### src/rtl/prn_data_spreader.sv
// PRN chip spreader: buffers generator chips, XORs them with the current nav
// symbol and releases one spread chip per programmable chip-rate tick.
module prn_data_spreader #(
  parameter int CODE_LEN       = 10230,
  parameter int EPOCHS_PER_SYM = 1,
  parameter int FIFO_DEPTH     = 16,
  parameter int DIV_W          = 16
) (
  input  logic             clk,
  input  logic             rst_n,
  input  logic             enable,
  input  logic [DIV_W-1:0] clk_div,
  input  logic             chip_in,
  input  logic             chip_valid,
  output logic             chip_ready,
  input  logic             data_bit,
  input  logic             data_valid,
  output logic             data_ready,
  output logic             tx_chip,
  output logic             tx_valid,
  output logic             tx_epoch,
  output logic             underrun,
  output logic             data_miss
);
  localparam int AW = (FIFO_DEPTH > 1) ? $clog2(FIFO_DEPTH) : 1;
  localparam int CW = (CODE_LEN > 1) ? $clog2(CODE_LEN) : 1;
  localparam int EW = (EPOCHS_PER_SYM > 1) ? $clog2(EPOCHS_PER_SYM) : 1;

  localparam logic [1:0] S_IDLE = 2'd0;
  localparam logic [1:0] S_WAIT = 2'd1;
  localparam logic [1:0] S_RUN  = 2'd2;

  logic [1:0]       state;
  logic             mem [FIFO_DEPTH];
  logic [AW-1:0]    wr_ptr, rd_ptr;
  logic [AW:0]      count;
  logic [DIV_W-1:0] tick_cnt, div_q;
  logic [CW-1:0]    chip_cnt;
  logic [EW-1:0]    epoch_cnt;
  logic             cur_bit, next_bit, next_valid;

  logic full, empty, push, pop, tick, last_chip, last_epoch, data_hs;

  assign full       = (count == (AW+1)'(FIFO_DEPTH));
  assign empty      = (count == '0);
  assign chip_ready = !full && (state != S_IDLE);
  assign data_ready = !next_valid && (state != S_IDLE);
  assign push       = chip_valid && chip_ready;
  assign tick       = (state == S_RUN) && (tick_cnt == div_q);
  assign pop        = tick && !empty;
  assign last_chip  = (chip_cnt == CW'(CODE_LEN-1));
  assign last_epoch = (epoch_cnt == EW'(EPOCHS_PER_SYM-1));
  assign data_hs    = data_valid && data_ready;

  always_ff @(posedge clk) begin
    if (push) mem[wr_ptr] <= chip_in;
  end

  // Disable flushes on the same edge that drops the FSM to IDLE.
  always_ff @(posedge clk or negedge rst_n) begin
    if (!rst_n) begin
      wr_ptr <= '0;
      rd_ptr <= '0;
      count  <= '0;
    end else if (!enable || state == S_IDLE) begin
      wr_ptr <= '0;
      rd_ptr <= '0;
      count  <= '0;
    end else begin
      if (push) wr_ptr <= wr_ptr + AW'(1);
      if (pop)  rd_ptr <= rd_ptr + AW'(1);
      case ({push, pop})
        2'b10:   count <= count + (AW+1)'(1);
        2'b01:   count <= count - (AW+1)'(1);
        default: count <= count;
      endcase
    end
  end

  // Divider reloads its period only at a wrap, so clk_div changes are glitch-free.
  always_ff @(posedge clk or negedge rst_n) begin
    if (!rst_n) begin
      tick_cnt <= '0;
      div_q    <= '0;
    end else if (state != S_RUN || !enable) begin
      tick_cnt <= '0;
      div_q    <= clk_div;
    end else if (tick) begin
      tick_cnt <= '0;
      div_q    <= clk_div;
    end else begin
      tick_cnt <= tick_cnt + DIV_W'(1);
    end
  end

  always_ff @(posedge clk or negedge rst_n) begin
    if (!rst_n) begin
      state      <= S_IDLE;
      chip_cnt   <= '0;
      epoch_cnt  <= '0;
      cur_bit    <= 1'b0;
      next_bit   <= 1'b0;
      next_valid <= 1'b0;
      tx_chip    <= 1'b0;
      tx_valid   <= 1'b0;
      tx_epoch   <= 1'b0;
      underrun   <= 1'b0;
      data_miss  <= 1'b0;
    end else begin
      tx_valid  <= 1'b0;
      tx_epoch  <= 1'b0;
      underrun  <= 1'b0;
      data_miss <= 1'b0;
      if (!enable) begin
        state      <= S_IDLE;
        chip_cnt   <= '0;
        epoch_cnt  <= '0;
        next_valid <= 1'b0;
        tx_chip    <= 1'b0;
      end else begin
        if (data_hs) begin
          next_bit   <= data_bit;
          next_valid <= 1'b1;
        end
        case (state)
          S_IDLE: state <= S_WAIT;
          S_WAIT: begin
            if (next_valid) begin
              cur_bit    <= next_bit;
              next_valid <= 1'b0;
              state      <= S_RUN;
            end
          end
          S_RUN: begin
            if (tick && empty) begin
              underrun <= 1'b1;
            end else if (pop) begin
              tx_chip  <= mem[rd_ptr] ^ cur_bit;
              tx_valid <= 1'b1;
              tx_epoch <= last_chip;
              if (!last_chip) begin
                chip_cnt <= chip_cnt + CW'(1);
              end else begin
                chip_cnt <= '0;
                if (!last_epoch) begin
                  epoch_cnt <= epoch_cnt + EW'(1);
                end else begin
                  epoch_cnt <= '0;
                  // Symbol boundary: swap in the queued symbol or stall aligned at chip 0.
                  if (next_valid) begin
                    cur_bit    <= next_bit;
                    next_valid <= 1'b0;
                  end else begin
                    data_miss <= 1'b1;
                    state     <= S_WAIT;
                  end
                end
              end
            end
          end
          default: state <= S_IDLE;
        endcase
      end
    end
  end

endmodule

### config.mk
export PLATFORM = sky130hd
export DESIGN_NAME = prn_data_spreader
export DESIGN_NICKNAME = d
export VERILOG_FILES = /design/src/rtl/prn_data_spreader.sv
export SDC_FILE = /design/constraint.sdc
export NUM_CORES = 1
export LEC_CHECK = 0
export CAP_MARGIN = 30
export CORE_ASPECT_RATIO = 0.8
export CORE_UTILIZATION = 59
export DETAILED_ROUTE_END_ITERATION = 8
export PLACE_DENSITY_LB_ADDON = 0.12
export SKIP_CTS_REPAIR_TIMING = 1
export SLEW_MARGIN = 20
export SYNTH_ARGS = -nofsm -noshare
export SYNTH_HDL_FRONTEND = slang
export SYNTH_SLANG_ARGS = --single-unit
### constraint.sdc
create_clock -name clk -period 4.22 [get_ports clk]
set_input_delay 0.633 -clock clk [delete_from_list [all_inputs] [get_ports clk]]
set_output_delay 0.633 -clock clk [all_outputs]
set_load 0.02 [all_outputs]
==> tab_implementation.tex, run 1 <==
\begin{tabular}{lr}
\hline
Metric & Value \\
\hline
\multicolumn{2}{l}{\textbf{Status}} \\
\quad Outcome & finished clean \\
\multicolumn{2}{l}{\textbf{Floorplanning}} \\
\quad Horizontal extent of the die & roughly 99 um \\
\quad Die Height & between 70 and 80 um \\
\quad Core Footprint & slightly above 7000 um\^{}2 \\
\quad Placement Rows & 27 \\
\quad Full die area & approximately 7800 um\^{}2 \\
\quad Initial Utilization & between 60\% and 70\% \\
\quad IO Count & 30 \\
\multicolumn{2}{l}{\textbf{Synth}} \\
\quad Leading area contributor after synthesis & sky130\_fd\_sc\_hd\_\_dfrtp\_1 \\
\quad Netlist area before placement & roughly 4400 um\^{}2 \\
\quad Unique masters post-synth & 45 \\
\quad Post-synthesis share of cell area spent on xor and xnor gates & between 7 and 8\% \\
\quad Fraction of the mapped netlist area in simple logic gates & 20.35\% \\
\quad Complex-gate fraction of the synthesized area & roughly 7.1\% \\
\quad Cell types occupying the most area after synthesis & sky130\_fd\_sc\_hd\_\_dfrtp\_1, sky130\_fd\_sc\_hd\_\_edfxtp\_1, sky130\_fd\_sc\_hd\_\_xnor2\_1, sky130\_fd\_sc\_hd\_\_mux2\_2, sky130\_fd\_sc\_hd\_\_ha\_1 \\
\quad Most common library cells after synthesis & sky130\_fd\_sc\_hd\_\_dfrtp\_1, sky130\_fd\_sc\_hd\_\_nor2\_1, sky130\_fd\_sc\_hd\_\_xnor2\_1 \\
\quad Leading register cell type out of synthesis & sky130\_fd\_sc\_hd\_\_dfrtp\_1 \\
\quad EDFF count, synth & 16 \\
\quad Sequential area share after synthesis & between 50\% and 60\% \\
\quad Number of synthesized register bits & between 80 and 90 \\
\quad Share of the synthesized area in the top cell type & between 30 and 40\% \\
\quad Cell with the most instances after synthesis & sky130\_fd\_sc\_hd\_\_dfrtp\_1 \\
\quad Synthesized area per cell & approximately 11 um\^{}2 \\
\quad Dominant combinational cell family by area after synthesis & simple AND/OR/NAND/NOR gates \\
\quad Multiplexer fraction of the synthesized cell area & under 10\% \\
\quad Post-synthesis share of cell area spent on full adders, half adders and majority gates & under 10\% \\
\quad Instance count of the mapped netlist & $\sim$410 \\
\quad FFs w/ async S/R, synth & 81.18\% \\
\quad Yosys warning count & 0 \\
\quad Nets in the synthesized netlist & roughly 450 \\
\multicolumn{2}{l}{\textbf{Place}} \\
\quad Worst slack, placed & approximately 0.9 ns \\
\quad Count of port buffers added during placement & 29 \\
\quad Gp weighted congestion & between 0.7 and 0.8 \\
\quad Post-DP HPWL & 6.248 mm \\
\quad Number of instances in the placed design & approximately 520 \\
\multicolumn{2}{l}{\textbf{STA}} \\
\quad Number of max-slew violations in the final report & 0 \\
\quad RSZ-0062 raised after global routing & no \\
\quad Transition time of the tightest slew-check pin & 0.9390 ns \\
\quad Final setup violation count & 0 \\
\quad Final clock period utilization by the worst path & between 80 and 90\% \\
\quad Clock tree skew after final layout & $\sim$0.0061 ns \\
\quad Final Worst Setup Slack & approximately 0.82 ns \\
\quad Minimum clock period & 3.401 ns \\
\quad Worst slew margin & between 30 and 40\% \\
\quad Hold Violations, Final & 0 \\
\quad Maximum achievable frequency & a little under 300 MHz \\
\quad Worst Hold Slack & about 0.33 ns \\
\quad Total Neg Setup Slack & 0 ns \\
\multicolumn{2}{l}{\textbf{Cells and area}} \\
\quad Area Growth Syn to Fin & 13.71\% \\
\quad Diode count & 0 \\
\quad Final std cells w/o fill & between 500 and 600 \\
\quad Filler Cell Count & between 500 and 600 \\
\quad Number of nets in the final layout & about 480 \\
\quad Fraction of final layout cells with drive strength greater than 1 & under 10\% \\
\multicolumn{2}{l}{\textbf{Global route}} \\
\quad Wire length of the first global-routing pass & between 10 and 15 mm \\
\quad Antenna violations before repair & 0 \\
\quad Number of global-route vias before repair & between 2,000 and 3,000 \\
\quad GRT Util Overall & 24.16\% \\
\quad Largest net degree at the start of global routing & 38 \\
\quad Grt total ovfl & 0 \\
\multicolumn{2}{l}{\textbf{Worst setup path}} \\
\quad Signal arrival time at the worst endpoint & 3.63 ns \\
\quad CP Capture Type & flop \\
\quad Crit Path Max Fanout & 10 \\
\quad Critical setup path kind & flop to flop \\
\quad Type of origin of the critical path & flop \\
\quad Worst path required time & 4.45 ns \\
\multicolumn{2}{l}{\textbf{Drt}} \\
\quad Drt total wl & just under 9 mm \\
\quad Drt pass-1 iters & 4 \\
\quad Number of nets still failing antenna checks after routing & 0 \\
\quad Routed via count & 3,090 \\
\quad Starting DRT DRC Count & 186 \\
\quad Post-DR vias/cell & around 5.8 \\
\quad DRC violations left & 0 \\
\quad Average routed wire per standard cell & 16.60 um \\
\multicolumn{2}{l}{\textbf{Clock network}} \\
\quad Buffer type at the clock tree root & sky130\_fd\_sc\_hd\_\_clkbuf\_8 \\
\quad Clock buffers created by TritonCTS & 9 \\
\quad H-Tree Depth & 3 \\
\quad Clock input transition at the sequential cells of the worst setup and hold paths & approximately 0.08 ns \\
\quad Clock latency reported for the late side of the worst-skew pair & $\sim$0.36 ns \\
\quad Deepest clock path buffer count & 2 \\
\quad TritonCTS clock tree & yes \\
\quad TritonCTS sink count & 85 \\
\multicolumn{2}{l}{\textbf{Job}} \\
\quad Total of max-cap violations & 0 \\
\multicolumn{2}{l}{\textbf{Power and ir drop}} \\
\quad Pwr Density & between 400 and 500 nW/um\^{}2 \\
\quad Leakage dissipation & just under 2 nW \\
\quad Total Power & around 2.1 mW \\
\quad Peak supply drop & roughly 0.29 mV \\
\multicolumn{2}{l}{\textbf{Hold path}} \\
\quad Worst Hold Class & input pin to asynchronous set/reset pin \\
\hline
\end{tabular}
-- per-layer routing --
| layer | GRT usage [%] | routed length [um] | up-vias |
|---|---|---|---|
| li1 | - | - | 1511 |
| met2 | 36.06 | 3850 | 100 |
| met3 | 5.546 | 553 | 8 |
| met5 | 0 | 0 | - |
| met1 | 35.67 | 4327 | 1471 |
| met4 | 6.269 | 64 | 0 |
-- per-stage QoR --
step	area, um^2	utilization, %
2_1_floorplan	4408	-
3_3_place_gp	4751	67.29
3_5_place_dp	4751	67.29
4_1_cts	5012	70.99
5_1_grt	5012	70.99
6_report	5012	70.99
-- registers in the layout, indices dropped and copies added, names as in the netlist, 2 cells and up --
register,count
state,2
count,5
mem,16
chip_cnt,14
rd_ptr,4
tick_cnt,16
wr_ptr,4
div_q,16
-- cells by family after synthesis --
logic type | count (synthesis)
DFF | 85
muxes | 27
buffers and inverters | 36
adders and majority gates | 13
xor gates and xnor gates | 37
AOI/OAI and AO/OA | 49
and+or+nand+nor | 166
-- layout make-up --
type                       instances  area (um^2)  area share [%]
clock inverter                     4        120.1           2.396
timing repair buffer              33        315.3           6.291
clock buffer                      11        141.4           2.821
multi-input combinational        292         2052           40.94
inverter                          18        67.56           1.348
sequential                        85         2207           44.03
tap                               87        108.9           2.172
-- worst max-delay path, stage by stage (launching register included) --
cell and delay, ns:
sky130_fd_sc_hd__dfrtp_1 0.45, sky130_fd_sc_hd__nor4_1 0.47, sky130_fd_sc_hd__a21oi_1 0.21, sky130_fd_sc_hd__and2_1 0.31, sky130_fd_sc_hd__nor3_1 0.49, sky130_fd_sc_hd__xnor2_1 0.15
sky130_fd_sc_hd__ha_1 0.26, sky130_fd_sc_hd__or4_1 0.42, sky130_fd_sc_hd__nor4_1 0.26, sky130_fd_sc_hd__o21ai_0 0.11, sky130_fd_sc_hd__nor3b_1 0.14
-- worst paths after layout --
check	from	to	slack [ns]	depth (start not counted)
worst max-delay path	count[0]	count[4]	0.82	10
worst min-delay path	rst_n	chip_cnt[8]	0.33	1
worst max register to register	count[0]	count[4]	0.82	10
worst min register to register	next_bit	cur_bit	0.52	1
max in group asynchronous	rst_n	div_q[13]	2.94	2
min in group clk	next_bit	cur_bit	0.52	1
-- report_power, final --
part / switching, mW / internal [mW] / total, mW
registers: 0.0474 / 0.885 / 0.932
logic: 0.221 / 0.171 / 0.392
clock network: 0.277 / 0.466 / 0.743
total: 0.546 / 1.52 / 2.07
-- layout by cell type, fill, tap and decap left out, types with 5 or more instances in the layout --
master,n
sky130_fd_sc_hd__a21boi_0,9
sky130_fd_sc_hd__a21oi_1,5
sky130_fd_sc_hd__and2_1,14
sky130_fd_sc_hd__and3_1,10
sky130_fd_sc_hd__clkbuf_8,10
sky130_fd_sc_hd__clkdlybuf4s50_1,28
sky130_fd_sc_hd__dfrtp_1,69
sky130_fd_sc_hd__edfxtp_1,16
sky130_fd_sc_hd__ha_1,13
sky130_fd_sc_hd__inv_1,18
sky130_fd_sc_hd__mux2_2,18
sky130_fd_sc_hd__mux4_2,5
sky130_fd_sc_hd__nand2_1,23
sky130_fd_sc_hd__nand3_1,14
sky130_fd_sc_hd__nand4_1,9
sky130_fd_sc_hd__nand4b_1,5
sky130_fd_sc_hd__nor2_1,40
sky130_fd_sc_hd__nor3_1,11
sky130_fd_sc_hd__nor3b_1,5
sky130_fd_sc_hd__nor4_1,9
sky130_fd_sc_hd__o21ai_0,18
sky130_fd_sc_hd__or4_1,7
sky130_fd_sc_hd__xnor2_1,29
sky130_fd_sc_hd__xor2_1,8
Power figures use the tool's default switching activity.
==> run 2: changes to the inputs <==
Clock period 4.22 ns to 3.4 ns, I/O delays scaled along.
==> tab_implementation.tex, run 2 (same netlist as run 1, synthesis figures left out) <==
\begin{tabular}{lr}
\hline
Metric & Value \\
\hline
\multicolumn{2}{l}{\textbf{Status}} \\
\quad Outcome & finished clean \\
\multicolumn{2}{l}{\textbf{Cells and area}} \\
\quad Diode count & 0 (unchanged) \\
\quad Most frequent standard cell in the layout excluding fill and tap cells & sky130\_fd\_sc\_hd\_\_dfrtp\_1 \\
\quad Area used by multi-input combinational logic & 2052 um\^{}2 (unchanged) \\
\quad Area Growth Syn to Fin & 13.82\% (about the same) \\
\quad Filler Cell Count & 513 (-1.3\%) \\
\quad Largest registers ranked by flip-flop count & div\_q x16, mem x16, tick\_cnt x16 \\
\quad Fraction of final layout cells with drive strength greater than 1 & 10.71\% (+1.0 points) \\
\quad Number of nets in the final layout & 479 (+0.84\%) \\
\quad Reg area & 2207 um\^{}2 (unchanged) \\
\quad Most frequent cells in the layout & sky130\_fd\_sc\_hd\_\_dfrtp\_1, sky130\_fd\_sc\_hd\_\_nor2\_1, sky130\_fd\_sc\_hd\_\_xnor2\_1, sky130\_fd\_sc\_hd\_\_clkdlybuf4s50\_1, sky130\_fd\_sc\_hd\_\_nand2\_1 \\
\quad Fin area & 5017 um\^{}2 (about the same) \\
\multicolumn{2}{l}{\textbf{STA}} \\
\quad Minimum clock period & 3.127 ns (-0.2748 ns) \\
\quad Final clock period utilization by the worst path & 91.96\% (+11 points) \\
\quad Hold Violations, Final & 0 (unchanged) \\
\quad Clock tree skew after final layout & 0.01049 ns (+0.004353 ns) \\
\quad Worst slew margin & 42.56\% (+5.4 points) \\
\quad Final setup violation count & 0 (unchanged) \\
\quad Final Worst Setup Slack & 0.2734 ns (-0.5452 ns) \\
\quad Total Neg Setup Slack & 0 ns (unchanged) \\
\quad RSZ-0062 raised after global routing & no \\
\quad Maximum achievable frequency & 319.8 MHz (+8.8\%) \\
\quad Worst Hold Slack & 0.1303 ns (-0.2024 ns) \\
\quad Number of max-slew violations in the final report & 0 (unchanged) \\
\quad Transition time of the tightest slew-check pin & 0.8537 ns (-0.08537 ns) \\
\multicolumn{2}{l}{\textbf{Place}} \\
\quad Count of port buffers added during placement & 29 (unchanged) \\
\quad Post-DP HPWL & 6.276 mm (+0.44\%) \\
\quad Placement-stage cell area & 4793 um\^{}2 (+0.90\%) \\
\quad Gp weighted congestion & 0.8400 (+5.7\%) \\
\quad Worst slack, placed & 0.3092 ns (-0.5859 ns) \\
\multicolumn{2}{l}{\textbf{Global route}} \\
\quad Wire length of the first global-routing pass & 14.23 mm (-0.38\%) \\
\quad Antenna violations before repair & 0 (unchanged) \\
\quad Grt total ovfl & 0 (unchanged) \\
\quad GRT Util Overall & 23.82\% (-0.34 points) \\
\quad Largest net degree at the start of global routing & 33 (-13\%) \\
\quad Number of global-route vias before repair & 2,926 (+1.1\%) \\
\multicolumn{2}{l}{\textbf{Worst setup path}} \\
\quad Type of origin of the critical path & flop \\
\quad CP Capture Type & flop \\
\quad Crit Path Max Fanout & 7 (-3) \\
\quad Worst path required time & 3.63 ns (-0.82 ns) \\
\quad Critical setup path kind & flop to flop \\
\quad Signal arrival time at the worst endpoint & 3.36 ns (-0.27 ns) \\
\multicolumn{2}{l}{\textbf{Power and ir drop}} \\
\quad Total Power & 2.444 mW (+18\%) \\
\quad Peak supply drop & 0.2642 mV (-7.7\%) \\
\quad Leakage dissipation & 1.985 nW (+0.44\%) \\
\quad Pwr Density & 487.1 nW/um\^{}2 (+18\%) \\
\multicolumn{2}{l}{\textbf{Drt}} \\
\quad Drt pass-1 iters & 5 (+1) \\
\quad Average routed wire per standard cell & 16.26 um (-2.0\%) \\
\quad Starting DRT DRC Count & 214 (+15\%) \\
\quad Drt total wl & 8.700 mm (-1.1\%) \\
\quad Routed via count & 3,122 (+1.0\%) \\
\quad Number of nets still failing antenna checks after routing & 0 (unchanged) \\
\quad DRC violations left & 0 (unchanged) \\
\quad Post-DR vias/cell & 5.836 (about the same) \\
\multicolumn{2}{l}{\textbf{Floorplanning}} \\
\quad IO Count & 30 (unchanged) \\
\quad Full die area & 7823 um\^{}2 (unchanged) \\
\quad Horizontal extent of the die & 98.64 um (unchanged) \\
\quad Die Height & 79.31 um (unchanged) \\
\quad Initial Utilization & 62.43\% (unchanged) \\
\quad Placement Rows & 27 (unchanged) \\
\quad Core Footprint & 7061 um\^{}2 (unchanged) \\
\multicolumn{2}{l}{\textbf{Clock network}} \\
\quad Clock input transition at the sequential cells of the worst setup and hold paths & 0.09 ns (about the same) \\
\quad TritonCTS clock tree & yes \\
\quad H-Tree Depth & 3 (unchanged) \\
\quad Clock latency reported for the late side of the worst-skew pair & 0.36 ns (about the same) \\
\quad TritonCTS sink count & 85 (unchanged) \\
\quad Buffer type at the clock tree root & sky130\_fd\_sc\_hd\_\_clkbuf\_8 \\
\quad Clock buffers created by TritonCTS & 9 (unchanged) \\
\quad Deepest clock path buffer count & 2 (unchanged) \\
\multicolumn{2}{l}{\textbf{Job}} \\
\quad Total of max-cap violations & 0 (unchanged) \\
\multicolumn{2}{l}{\textbf{Hold path}} \\
\quad Worst Hold Class & input pin to asynchronous set/reset pin \\
\hline
\end{tabular}
run 2: cell count changes in the layout (fill, tap and decap cells not counted):
cell                        change
sky130_fd_sc_hd__buf_4          +3
sky130_fd_sc_hd__bufinv_16      -2
sky130_fd_sc_hd__buf_12         +1
sky130_fd_sc_hd__clkinv_2       +1
sky130_fd_sc_hd__clkinv_4       +1
sky130_fd_sc_hd__inv_6          +1
run 2: worst paths after layout:
check	endpoint	cells past startpoint	startpoint	slack (ns)
max	count[4]	11	state[0]	0.27
min	chip_cnt[6]	1	rst_n	0.13
max reg2reg	count[4]	11	state[0]	0.27
min reg2reg	div_q[8]	1	div_q[8]	0.53
max in group asynchronous	tick_cnt[5]	3	rst_n	2.52
min in group clk	div_q[8]	1	div_q[8]	0.53
run 2: stage by stage:
stage	std cells	utilization, %
after floorplan	413	-
after global placement	518	67.61
after detailed placement	519	67.89
after CTS	535	71.06
after global routing	535	71.06
final	535	71.06
run 2: cell type report:
cell class | instances | share of cell area [%]
Tap cell | 87 | 2.170
Timing Repair Buffer | 37 | 7.132
Sequential cell | 85 | 43.99
Clock buffer | 11 | 2.818
Clock inverter | 5 | 1.646
Multi-Input combinational cell | 292 | 40.90
Inverter | 18 | 1.347
run 2: metal layers:
layer | routed length (um) | GRT usage (%) | part of all wire (%)
met5 | 0 | 0 | 0
met2 | 3685 | 34.44 | 42
met4 | 92 | 7.164 | 1.1
met3 | 556 | 6.690 | 6.4
met1 | 4365 | 34.96 | 50
run 2: where the power goes:
part / internal (mW) / total (mW) / switching [mW] / leakage, nW
Combinational: 0.216 / 0.490 / 0.274 / 0.805
Sequential: 1.10 / 1.16 / 0.0568 / 1.07
Clock: 0.437 / 0.799 / 0.362 / 0.114
Total: 1.75 / 2.44 / 0.693 / 1.98
run 2: critical path, stage by stage, from the launching register on:
cell                      delay, ns
sky130_fd_sc_hd__dfrtp_1       0.43
sky130_fd_sc_hd__inv_1         0.12
sky130_fd_sc_hd__ha_1          0.27
sky130_fd_sc_hd__nand2_1       0.11
sky130_fd_sc_hd__or3b_2        0.56
sky130_fd_sc_hd__nor3_1        0.26
sky130_fd_sc_hd__xnor2_1       0.11
sky130_fd_sc_hd__ha_1          0.22
sky130_fd_sc_hd__or4_1         0.41
sky130_fd_sc_hd__nor4_1        0.25
sky130_fd_sc_hd__o21ai_0       0.12
sky130_fd_sc_hd__nor3b_1       0.15
